==> config.mk <==
export PLATFORM = sky130hd
export DESIGN_NAME = pump_sequencer
export DESIGN_NICKNAME = d
export VERILOG_FILES = /design/src/rtl/pump_pkg.sv /design/src/rtl/ms_tick_gen.sv /design/src/rtl/pump_sequencer.sv
export SDC_FILE = /design/constraint.sdc
export NUM_CORES = 1
export LEC_CHECK = 0
export CORE_ASPECT_RATIO = 0.7
export CORE_MARGIN = 4
export CORE_UTILIZATION = 45
export DETAILED_ROUTE_END_ITERATION = 6
export PLACE_DENSITY_LB_ADDON = 0.08
export SETUP_SLACK_MARGIN = 0.2
export SYNTH_ARGS = -nofsm -noshare
export SYNTH_HDL_FRONTEND = slang
export SYNTH_SLANG_ARGS = --single-unit
==> constraint.sdc <==
create_clock -name clk -period 2.7 [get_ports clk]
set_input_delay 0.405 -clock clk [delete_from_list [all_inputs] [get_ports clk]]
set_output_delay 0.405 -clock clk [all_outputs]
set_load 0.05 [all_outputs]
==> src/rtl/pump_pkg.sv <==
// Shared state encodings, default timing constants and ramp arithmetic for the pump sequencer.
package pump_pkg;

    typedef enum logic [2:0] {
        ST_IDLE      = 3'd0,
        ST_RAMP_UP   = 3'd1,
        ST_RUN       = 3'd2,
        ST_RAMP_DOWN = 3'd3,
        ST_COOLDOWN  = 3'd4,
        ST_FAULT     = 3'd5
    } pump_state_t;

    localparam int DEF_TICK_DIV    = 50000;
    localparam int DEF_RAMP_STEP   = 8;
    localparam int DEF_AUTO_SPEED  = 200;
    localparam int DEF_COOLDOWN_MS = 2000;
    localparam int DEF_MAX_RUN_MS  = 60000;

    // The sum is widened to 9 bits so a step near 255 saturates at the target instead of wrapping.
    function automatic logic [7:0] ramp_up_step(input logic [7:0] cur, input logic [7:0] step,
                                                input logic [7:0] tgt);
        logic [8:0] sum;
        sum = {1'b0, cur} + {1'b0, step};
        return (sum >= {1'b0, tgt}) ? tgt : sum[7:0];
    endfunction

    function automatic logic [7:0] ramp_down_step(input logic [7:0] cur, input logic [7:0] step);
        return (cur > step) ? (cur - step) : 8'd0;
    endfunction

endpackage

==> src/rtl/ms_tick_gen.sv <==
// Free-running prescaler: one-cycle tick every TICK_DIV clocks (1 ms at 50 MHz by default).
module ms_tick_gen
    import pump_pkg::*;
#(
    parameter int TICK_DIV = DEF_TICK_DIV
) (
    input  logic clk,
    input  logic reset_n,
    output logic tick
);

    localparam int CW = (TICK_DIV > 1) ? $clog2(TICK_DIV) : 1;

    logic [CW-1:0] count;

    always_ff @(posedge clk or negedge reset_n) begin
        if (!reset_n) begin
            count <= '0;
        end else if (tick) begin
            count <= '0;
        end else begin
            count <= count + CW'(1);
        end
    end

    assign tick = (count == CW'(TICK_DIV - 1));

endmodule

==> src/rtl/pump_sequencer.sv <==
// Pump start/ramp/run/stop sequencer with dry-run fault lockout and cooldown.
// Optional run watchdog is built in when PUMP_WATCHDOG_EN is defined.
module pump_sequencer
    import pump_pkg::*;
#(
    parameter int TICK_DIV    = DEF_TICK_DIV,
    parameter int RAMP_STEP   = DEF_RAMP_STEP,
    parameter int AUTO_SPEED  = DEF_AUTO_SPEED,
    parameter int COOLDOWN_MS = DEF_COOLDOWN_MS,
    parameter int MAX_RUN_MS  = DEF_MAX_RUN_MS
) (
    input  logic       clk,
    input  logic       reset_n,
    input  logic       req_manual,
    input  logic [7:0] manual_speed,
    input  logic       req_auto,
    input  logic       stop,
    input  logic       dry_fault,
    input  logic       fault_clr,
    output logic       pump_en,
    output logic [7:0] pump_speed,
    output logic [2:0] state,
    output logic       timeout
);

    localparam int CCW = (COOLDOWN_MS > 1) ? $clog2(COOLDOWN_MS + 1) : 1;
    localparam logic [7:0] STEP = 8'(RAMP_STEP);

    logic tick;

    ms_tick_gen #(.TICK_DIV(TICK_DIV)) u_tick (
        .clk     (clk),
        .reset_n (reset_n),
        .tick    (tick)
    );

    // Two-flop synchronizers for the asynchronous level inputs
    logic man_s1, man_s2, dry_s1, dry_s2;

    always_ff @(posedge clk or negedge reset_n) begin
        if (!reset_n) begin
            man_s1 <= 1'b0;
            man_s2 <= 1'b0;
            dry_s1 <= 1'b0;
            dry_s2 <= 1'b0;
        end else begin
            man_s1 <= req_manual;
            man_s2 <= man_s1;
            dry_s1 <= dry_fault;
            dry_s2 <= dry_s1;
        end
    end

    pump_state_t    state_q, state_nxt;
    logic [7:0]     speed_q, speed_nxt;
    logic [7:0]     target_q, target_nxt;
    logic           manual_src_q, manual_src_nxt;
    logic [CCW-1:0] cool_q, cool_nxt;
    logic           req_live;

`ifdef PUMP_WATCHDOG_EN
    localparam int RCW = (MAX_RUN_MS > 1) ? $clog2(MAX_RUN_MS + 1) : 1;
    logic [RCW-1:0] run_q, run_nxt;
    logic           timeout_q, timeout_nxt;
`endif

    always_ff @(posedge clk or negedge reset_n) begin
        if (!reset_n) begin
            state_q      <= ST_IDLE;
            speed_q      <= 8'd0;
            target_q     <= 8'd0;
            manual_src_q <= 1'b0;
            cool_q       <= '0;
`ifdef PUMP_WATCHDOG_EN
            run_q        <= '0;
            timeout_q    <= 1'b0;
`endif
        end else begin
            state_q      <= state_nxt;
            speed_q      <= speed_nxt;
            target_q     <= target_nxt;
            manual_src_q <= manual_src_nxt;
            cool_q       <= cool_nxt;
`ifdef PUMP_WATCHDOG_EN
            run_q        <= run_nxt;
            timeout_q    <= timeout_nxt;
`endif
        end
    end

    always_comb begin
        state_nxt      = state_q;
        speed_nxt      = speed_q;
        target_nxt     = target_q;
        manual_src_nxt = manual_src_q;
        cool_nxt       = cool_q;
`ifdef PUMP_WATCHDOG_EN
        run_nxt        = run_q;
        timeout_nxt    = timeout_q;
`endif
        // Only the request that started this run can keep it alive
        req_live = manual_src_q ? man_s2 : req_auto;

        if (dry_s2) begin
            state_nxt = ST_FAULT;
            speed_nxt = 8'd0;
        end else begin
            unique case (state_q)
                ST_IDLE: begin
                    if (man_s2 && (manual_speed != 8'd0)) begin
                        target_nxt     = manual_speed;
                        manual_src_nxt = 1'b1;
                        state_nxt      = ST_RAMP_UP;
                    end else if (req_auto) begin
                        target_nxt     = 8'(AUTO_SPEED);
                        manual_src_nxt = 1'b0;
                        state_nxt      = ST_RAMP_UP;
                    end
`ifdef PUMP_WATCHDOG_EN
                    if (state_nxt == ST_RAMP_UP) begin
                        timeout_nxt = 1'b0;
                        run_nxt     = '0;
                    end
`endif
                end
                ST_RAMP_UP: begin
                    if (stop || !req_live) begin
                        state_nxt = ST_RAMP_DOWN;
                    end else if (speed_q == target_q) begin
                        state_nxt = ST_RUN;
                    end else if (tick) begin
                        speed_nxt = ramp_up_step(speed_q, STEP, target_q);
                    end
                end
                ST_RUN: begin
                    speed_nxt = target_q;
                    if (stop || !req_live) begin
                        state_nxt = ST_RAMP_DOWN;
                    end
`ifdef PUMP_WATCHDOG_EN
                    else if (tick) begin
                        if (run_q == RCW'(MAX_RUN_MS - 1)) begin
                            timeout_nxt = 1'b1;
                            state_nxt   = ST_RAMP_DOWN;
                        end else begin
                            run_nxt = run_q + RCW'(1);
                        end
                    end
`endif
                end
                ST_RAMP_DOWN: begin
                    if (speed_q == 8'd0) begin
                        state_nxt = ST_COOLDOWN;
                        cool_nxt  = '0;
                    end else if (tick) begin
                        speed_nxt = ramp_down_step(speed_q, STEP);
                    end
                end
                ST_COOLDOWN: begin
                    if (tick) begin
                        if (cool_q == CCW'(COOLDOWN_MS - 1)) begin
                            state_nxt = ST_IDLE;
                            cool_nxt  = '0;
                        end else begin
                            cool_nxt = cool_q + CCW'(1);
                        end
                    end
                end
                ST_FAULT: begin
                    speed_nxt = 8'd0;
                    if (fault_clr) begin
                        state_nxt = ST_COOLDOWN;
                        cool_nxt  = '0;
                    end
                end
                default: begin
                    state_nxt = ST_IDLE;
                    speed_nxt = 8'd0;
                end
            endcase
        end
    end

    assign pump_en    = (state_q == ST_RAMP_UP) || (state_q == ST_RUN) || (state_q == ST_RAMP_DOWN);
    assign pump_speed = speed_q;
    assign state      = state_q;

`ifdef PUMP_WATCHDOG_EN
    assign timeout = timeout_q;
`else
    assign timeout = 1'b0;
`endif

endmodule

Yosys cells after proc, flatten, opt, wreduce, memory -nomap -nowiden. Cells that the tools add are included.

$add $sub $neg: 4. $mul: 0. Divide/modulo/power cells: 0. $lt $le $gt $ge: 2. Eq/ne operators: 24. Shifts and indexed selects: 0. Mux-type cells: 31. Bitwise gates (word level): 1. Reduce and logical (&&, ||, !) cells: 15.

Operators by type and width (count): two-way mux 8 bit (10); two-way mux 11 bit (4); one-hot mux 11 bit (3 select lines) (1); one-hot mux 8 bit (4 select lines) (1); two-way mux 3 bit (10); != test 3 bit (second input constant) (10); one-hot mux 3 bit (6 select lines) (1); adder 16 x 1 -> 16 bit (second input constant) (1); == test 16 bit (second input constant) (1); two-way mux 16 bit (1); adder 11 x 1 -> 11 bit (second input constant) (1); == test 11 bit (second input constant) (1); adder 8 x 4 -> 9 bit (second input constant) (1); >= comparator 9 x 8 -> 1 bit (1); == test 8 bit (1); greater-than comparator 8 x 4 -> 1 bit (second input constant) (1); zero test 8 bit (1); != test 4 bit (second input constant) (2); nonzero test 8 bit (1); subtractor 8 x 4 -> 8 bit (second input constant) (1); AND reduction 7 bit (1); == test 3 x 2 -> 1 bit (second input constant) (2); == test 3 bit (second input constant) (2); != test 2 bit (second input constant) (3); other kinds (14) (18).

Bits in registers: 51. Bits in latches: 0. Bits in writable memories: 0. Bits in read-only memories: 0. Input bits: 15. Output and inout bits: 13. Memories: 0.

Longest topological paths before layout. Gate-level depths: netlist of the first run.

Depth in word-level cells: 8. Depth in mapped cells: 10. Gate-level depth less buffers: 9.

Modules after synthesis. Synthesis of the first run repeated with hierarchy kept, for this count alone.

Cells, all modules: 324. Area, all modules: 3046.7 um^2.

Modules (own cells, without submodules): pump_sequencer (instances 1, cells each 257, area each 2284.7 um^2); ms_tick_gen (instances 1, cells each 67, area each 762.0 um^2).

Least setup slack after synthesis of the first run. OpenSTA, ideal clock, no wires.

Kind: register -> register. From: reg speed_q[5] (netlist: pump_speed[5]). To: reg speed_q[4] (netlist: pump_speed[4]). Library setup time: 0.126 ns. Arrival: 2.679 ns. Required time: 2.574 ns. Slack: -0.105 ns. Stages on the path, launching flop included: 11. Buffers on the path: 1. Clock period less this slack: 2.805 ns. Cell sequence: dfrtp_1 > buf_4 > nand3_1 > xnor2_1 > ha_1 > a211o_1 > a21oi_1 > o21ai_1 > a32o_1 > and2_4 > a221o_1.

Word-level cells in the longest chain between the ends: 8. Elaborated cells between the ends (all ways): 17. Those cells by class: 1 x add/sub; 2 x order compare; 3 x eq/ne; 9 x mux; 2 x reduce/logical.

RTL lines: start, declared (RTL line pump_sequencer.sv:55) `logic [7:0] speed_q, speed_nxt;`; start signal, assigned (RTL line pump_sequencer.sv:80) `speed_q <= speed_nxt;`; adder 8 x 4 -> 9 bit (RTL line pump_pkg.sv:23) `sum = {1'b0, cur} + {1'b0, step};`; >= comparator 9 x 8 -> 1 bit (RTL line pump_pkg.sv:24) `return (sum >= {1'b0, tgt}) ? tgt : sum[7:0];`; two-way mux 8 bit (RTL line pump_pkg.sv:24); two-way mux 8 bit (RTL line pump_sequencer.sv:131) `end else if (tick) begin`; two-way mux 8 bit (RTL line pump_sequencer.sv:129) `end else if (speed_q == target_q) begin`; two-way mux 8 bit (RTL line pump_sequencer.sv:127) `if (stop || !req_live) begin`; one-hot mux 8 bit (4 select lines) (RTL line pump_sequencer.sv:108) `unique case (state_q)`; two-way mux 8 bit (RTL line pump_sequencer.sv:104) `if (dry_s2) begin`.

Several ways; a longest one is shown, not always the timed one. The select of a mux whose other input is x is not followed. A chain may end at the register's enable or synchronous reset.

Worst setup path after layout of the first run.
From: reg speed_q[4] (netlist: pump_speed[4]). To: reg speed_q[4] (netlist: pump_speed[4]).

Same word-level chain as after synthesis.

==> results of run 1 <==
[worst register-to-register path, stage by stage, from the launching register on]
cell     delay [ps]
dfrtp_2         490
ha_4            200
xor2_1          150
ha_2            180
a211o_1         310
a21oi_2         140
o21ai_2         100
a32o_2          310
and2_4          160
a221o_1         340
[sequential cells by signal, summed over array words and instances (netlist names)]
| name | count |
|---|---|
| cool_q | 11 |
| state | 3 |
| pump_speed | 8 |
| man_s2 | 1 |
| man_s1 | 1 |
| manual_src_q | 1 |
| dry_s1 | 1 |
| u_tick.count | 16 |
| dry_s2 | 1 |
| target_q | 8 |
[area by class of cell]
cell class	instances	area, um2
inverters	18	68.8
repair buffers	42	390
well taps	91	114
clock inverters	1	5.00
clock buffers	7	76.3
flip-flops and latches	51	1280
multi-input cells	232	1700
fillers	575	2730
[report_power, final]
| part | leakage (nW) | switching (mW) | internal (mW) |
|---|---|---|---|
| logic | 0.929 | 0.286 | 0.230 |
| registers | 0.657 | 0.0839 | 0.834 |
| clock network | 0.0422 | 0.247 | 0.183 |
| total | 1.63 | 0.616 | 1.25 |
[through the flow]
step	cell area (um2)	hold WS, ps	instances	total power [mW]	setup slack, ps
6_report	3630	97.8	442	1.86	211
3_3_place_gp	3410	335	427	1.38	203
2_1_floorplan	3030	109	310	1.23	143
3_5_place_dp	3410	336	427	1.39	179
4_1_cts	3530	121	439	1.83	211
5_1_grt	3630	144	442	1.98	146
[Yosys cell counts (all sizes together), types with 2 or more instances]
library cell / number
dfrtp: 51
nand2: 30
nor2: 24
inv: 17
o21ai: 17
a21oi: 16
nand3: 16
xnor2: 13
ha: 12
a31oi: 11
and3: 9
buf: 9
a22o: 8
xor2: 8
nor4: 6
o31ai: 5
a2bb2oi: 4
and4b: 4
nand2b: 4
o21a: 4
a32oi: 3
and2: 3
nor3: 3
a221o: 2
a221oi: 2
mux2: 2
nand4: 2
nor2b: 2
nor3b: 2
nor4b: 2
[per-layer routing]
metal	GRT usage, %	vias up
met5	0	-
met1	28.3	1155
met3	4.57	5
met4	2.85	0
met2	26.8	51
li1	-	1203
[kinds of logic after synthesis]
logic type	after synthesis	synth area share [%]
and+or+nand+nor	112	21.6
AOI/OAI and AO/OA	82	19.2
DFF	51	42.3
buffers and inverters	27	4.35
xor gates and xnor gates	21	6.09
adders and majority gates	13	5.31
muxes	3	1.08
other	1	0.124
[worst max-delay path by stage]
| stage | end | cells past startpoint | slack [ps] | start |
|---|---|---|---|---|
| after floorplan | pump_speed[4] | 10 | 140 | pump_speed[5] |
| after global placement | pump_speed[4] | 9 | 200 | pump_speed[4] |
| after detailed placement | pump_speed[4] | 9 | 180 | pump_speed[4] |
| after CTS | pump_en | 3 | 210 | state[1] |
| after global routing | pump_speed[4] | 9 | 150 | pump_speed[4] |
| final | pump_speed[4] | 9 | 210 | pump_speed[4] |
[timing repair]
action                     4_1_cts  5_1_grt
buffers inserted                 4        3
resized for setup                1       14
setup endpoints to repair        2        8
pin swaps                        0        7
==> results.toml, run 1 <==
[die]
initial_utilization_pct = 47.4
die_width_um = 106
rows = 24
die_h_um = 76.5
die-area_mm2 = 0.00810
io_pins = 28
coreArea_mm2 = 0.00637

[global_routing]
grt_pass1_wl_um = 12400
track_usage_pct = 18.5
grt_pass1_vias = 2410
antenna_found_initial = 0
gr-total-overflow = 0
grt_max_degree = 27

[synth]
synth_cell_type_count = 64
async_reset_ff_share_pct = 100
yosysTopAreaCell = "dfrtp_1"
synth_edf_count = 0
synth.ff_latch_count = 51
netlist_area_mm2 = 0.00302
synth_cells = 310
syn_nets = 337
yosysWarningCount = 0
ys.flop_type = "dfrtp_1"
synth.area.top_cells = "dfrtp_1, ha_1, xnor2_1, nand2_1, nor2_1"
synth_area_per_cell_um2 = 9.74
synth_top_area_share_pct = 42.3
ys_seq_area_share_pct = 42.3

[worst_setup_path]
critPathMaxStageDelay_ps = 490
worstPathMaxFanout = 7
r2r_cells = 9
path_class = "reg2reg"
crit_slowest_cell = "dfrtp_2"
critPathRequiredTime_ps = 2900
r2r_start = "pump_speed[4]"
crit_chain = "ha_4 -> xor2_1 -> ha_2 -> a211o_1 -> a21oi_2 -> o21ai_2 -> a32o_2 -> and2_4 -> a221o_1"
arrival_ps = 2690
cpLargestDelayFamily = "compound AO/OA/AOI/OAI gates"
setup.worst_path.start_class = "flop"
timing.rr.end = "pump_speed[4]"
path_buf_inv = 0
r2r_setup_slack_ps = 210
crit_path_end_kind = "flop"

[route]
dr_wl_met3_um = 418
totalWireLength_um = 7130
drt_iter0_drc = 133
detailroute.via_count = 2414
top_layer_used = "met4"
wire_per_inst_um = 16.1
dr.pass1.iters = 5
wl_met1_um = 3600
viasPerCell = 5.46
ant_nets = 0
routed-wl-met2_um = 3080
drcViolationCount = 0

[timing]
fin_skew_ps = 17.6
final_hold_viol_count = 0
tightestPinTransition_ps = 622
setup_viol = 0
finalCriticalPeriod_ps = 2490
period_share_pct = 92.2
final-max-slew-violation-count = 0
rsz0062_at_grt = "true"
setup-tns-final_ps = 0
fmax_mhz = 402
slew_headroom_pct = 58.5

[cts]
cts_buffers = 5
path_clk_slew_ps = 100
cts.sinks = 51
cts.path.max_buffers = 2
clock_latency_ps = 310
postCtsHoldBufs = 0
cts_tree = "yes"
htree_levels = 2
clock-root-buffer = "clkbuf_8"

[power]
irDropWorstVdd_mv = 0.260
leakage_nw = 1.63
p_per_area_mw_per_mm2 = 513

[finish]
syn_to_final_growth_pct = 20.4
final_util_pct = 57.1
layout.nets = 377
final_cell_mix = "dfrtp_1, nand2_1, clkdlybuf4s50_1"
layout_commonest_cell = "dfrtp_1"
n_antenna_cell = 0
drive_gt1_share_pct = 16.2

[place]
place_congestion = 0.834
io_buffer_count = 26
dp_hpwl_um = 5230

[run]
max_cap_viol_count = 0

[run_status]
run_status = "complete, no violations"

[worst_hold_path]
min-delay-path-class = "in2async"
(Power assumes the default switching activity.)
==> inputs of run 2 (changes only) <==
CTS_CLUSTER_SIZE = 12   (was not set)
==> results of run 2 <==
The final DEF is identical to that of run 1; final timing and power are the same.
==> inputs of run 3 (changes only) <==
SKIP_CTS_REPAIR_TIMING = 1   (was not set)
==> run 3 against run 2 <==
Sequential share of layout area down 0.073 points. Setup slack got worse by 14 ps. Highest routed layer unchanged. Critical endpoint unchanged. Design area increased by 0.21%. Largest power group unchanged. Die area is the same. Wire length fell by 0.14%.
==> results.toml, run 3 (synthesis results as in run 1) <==
[run_status]
run_status = "complete, no violations"

[route]
totalWireLength_um = 7120
viasPerCell = 5.52
drt_iter0_drc = 158
detailroute.via_count = 2444
ant_nets = 0
dr.pass1.iters = 4
wire_per_inst_um = 16.1
drcViolationCount = 0

[die]
die_h_um = 76.5
coreArea_mm2 = 0.00637
die_width_um = 106
io_pins = 28
die-area_mm2 = 0.00810
initial_utilization_pct = 47.4
rows = 24

[timing]
fmax_mhz = 399
tightestPinTransition_ps = 615
finalCriticalPeriod_ps = 2500
fin_skew_ps = 13.3
setup_viol = 0
setup-tns-final_ps = 0
final-max-slew-violation-count = 0
slew_headroom_pct = 59.0
period_share_pct = 92.7
rsz0062_at_grt = "true"
final_hold_viol_count = 0

[finish]
layout_commonest_cell = "dfrtp_1"
layout.nets = 378
finalInstanceArea_mm2 = 0.00364
syn_to_final_growth_pct = 20.7
fillers = 570
final_util_pct = 57.2
n_antenna_cell = 0
reg.largest.list = "u_tick.count x16, cool_q x11"
final_cell_mix = "dfrtp_1, nand2_1, clkdlybuf4s50_1"
top_register = "u_tick.count"
largest_reg_flops = 16
layout.cells.non_filler = 443
drive_gt1_share_pct = 16.5

[worst_setup_path]
setup.worst_path.start_class = "flop"
worstPathMaxFanout = 8
crit_path_end_kind = "flop"
arrival_ps = 2700
critPathRequiredTime_ps = 2900
path_class = "reg2reg"

[global_routing]
gr-total-overflow = 0
grt_max_degree = 27
grt_pass1_vias = 2385
antenna_found_initial = 0
grt_pass1_wl_um = 12300
track_usage_pct = 18.4

[power]
p_per_area_mw_per_mm2 = 511
leakage_nw = 1.63
p_total_mw = 1.86
irDropWorstVdd_mv = 0.260

[place]
dp_hpwl_um = 5230
io_buffer_count = 26
place_congestion = 0.834
dpl_cell_area_mm2 = 0.00341
place_inst = 427

[cts]
cts_tree = "yes"
cts_buffers = 5
cts.sinks = 51
clock_latency_ps = 300
path_clk_slew_ps = 100
htree_levels = 2
clock-root-buffer = "clkbuf_8"
cts.path.max_buffers = 2

[worst_hold_path]
min-delay-path-class = "in2async"

[run]
max_cap_viol_count = 0
run 3: changes by cell type in the layout (fill, tap and decap cells not counted), sizes merged:
cell	change
buf	+1
run 3: through the flow:
stage          hold WS, ps  setup WS (ps)
2_1_floorplan          109            143
3_3_place_gp           335            203
3_5_place_dp           336            179
4_1_cts                121            142
5_1_grt                144            124
6_report               101            197
run 3: worst max-delay path, stage by stage, from the launching register on:
cell,delay [ps]
dfrtp_2,490
nand3_4,110
xnor2_2,150
ha_1,310
a211o_1,280
a21oi_2,140
o21ai_2,100
a32o_2,310
and2_4,160
a221o_1,340
run 3: final timing paths:
path	start	to	slack, ps	cells after the start
min reg2reg	man_s1	man_s2	360	0
max reg2reg	pump_speed[3]	pump_speed[4]	200	9
min	reset_n	target_q[0]	100	1
max	pump_speed[3]	pump_speed[4]	200	9
min in group clk	man_s1	man_s2	360	0
max in group asynchronous	reset_n	pump_speed[5]	2020	2
run 3: final cells by class:
cell class                 instances  area [um2]  share of cell area, %
inverter                          18        68.8                   1.89
tap                               91         114                   3.13
clock buffer                       7        76.3                   2.10
multi-input combinational        232        1700                   46.7
timing repair buffer              43         398                   10.9
sequential                        51        1280                   35.1
clock inverter                     1        5.00                  0.137
run 3: where the power goes:
group | internal (mW) | switching [mW]
clock | 0.183 | 0.244
combinational | 0.231 | 0.286
sequential | 0.834 | 0.0825
total | 1.25 | 0.613
run 3: metal layers:
| metal | vias up | share of wire (%) | GRT usage, % |
|---|---|---|---|
| met5 | - | 0 | 0 |
| met3 | 5 | 6.1 | 4.57 |
| met1 | 1179 | 51 | 28.0 |
| li1 | 1206 | - | - |
| met2 | 54 | 43 | 26.7 |
| met4 | 0 | 0.44 | 2.72 |
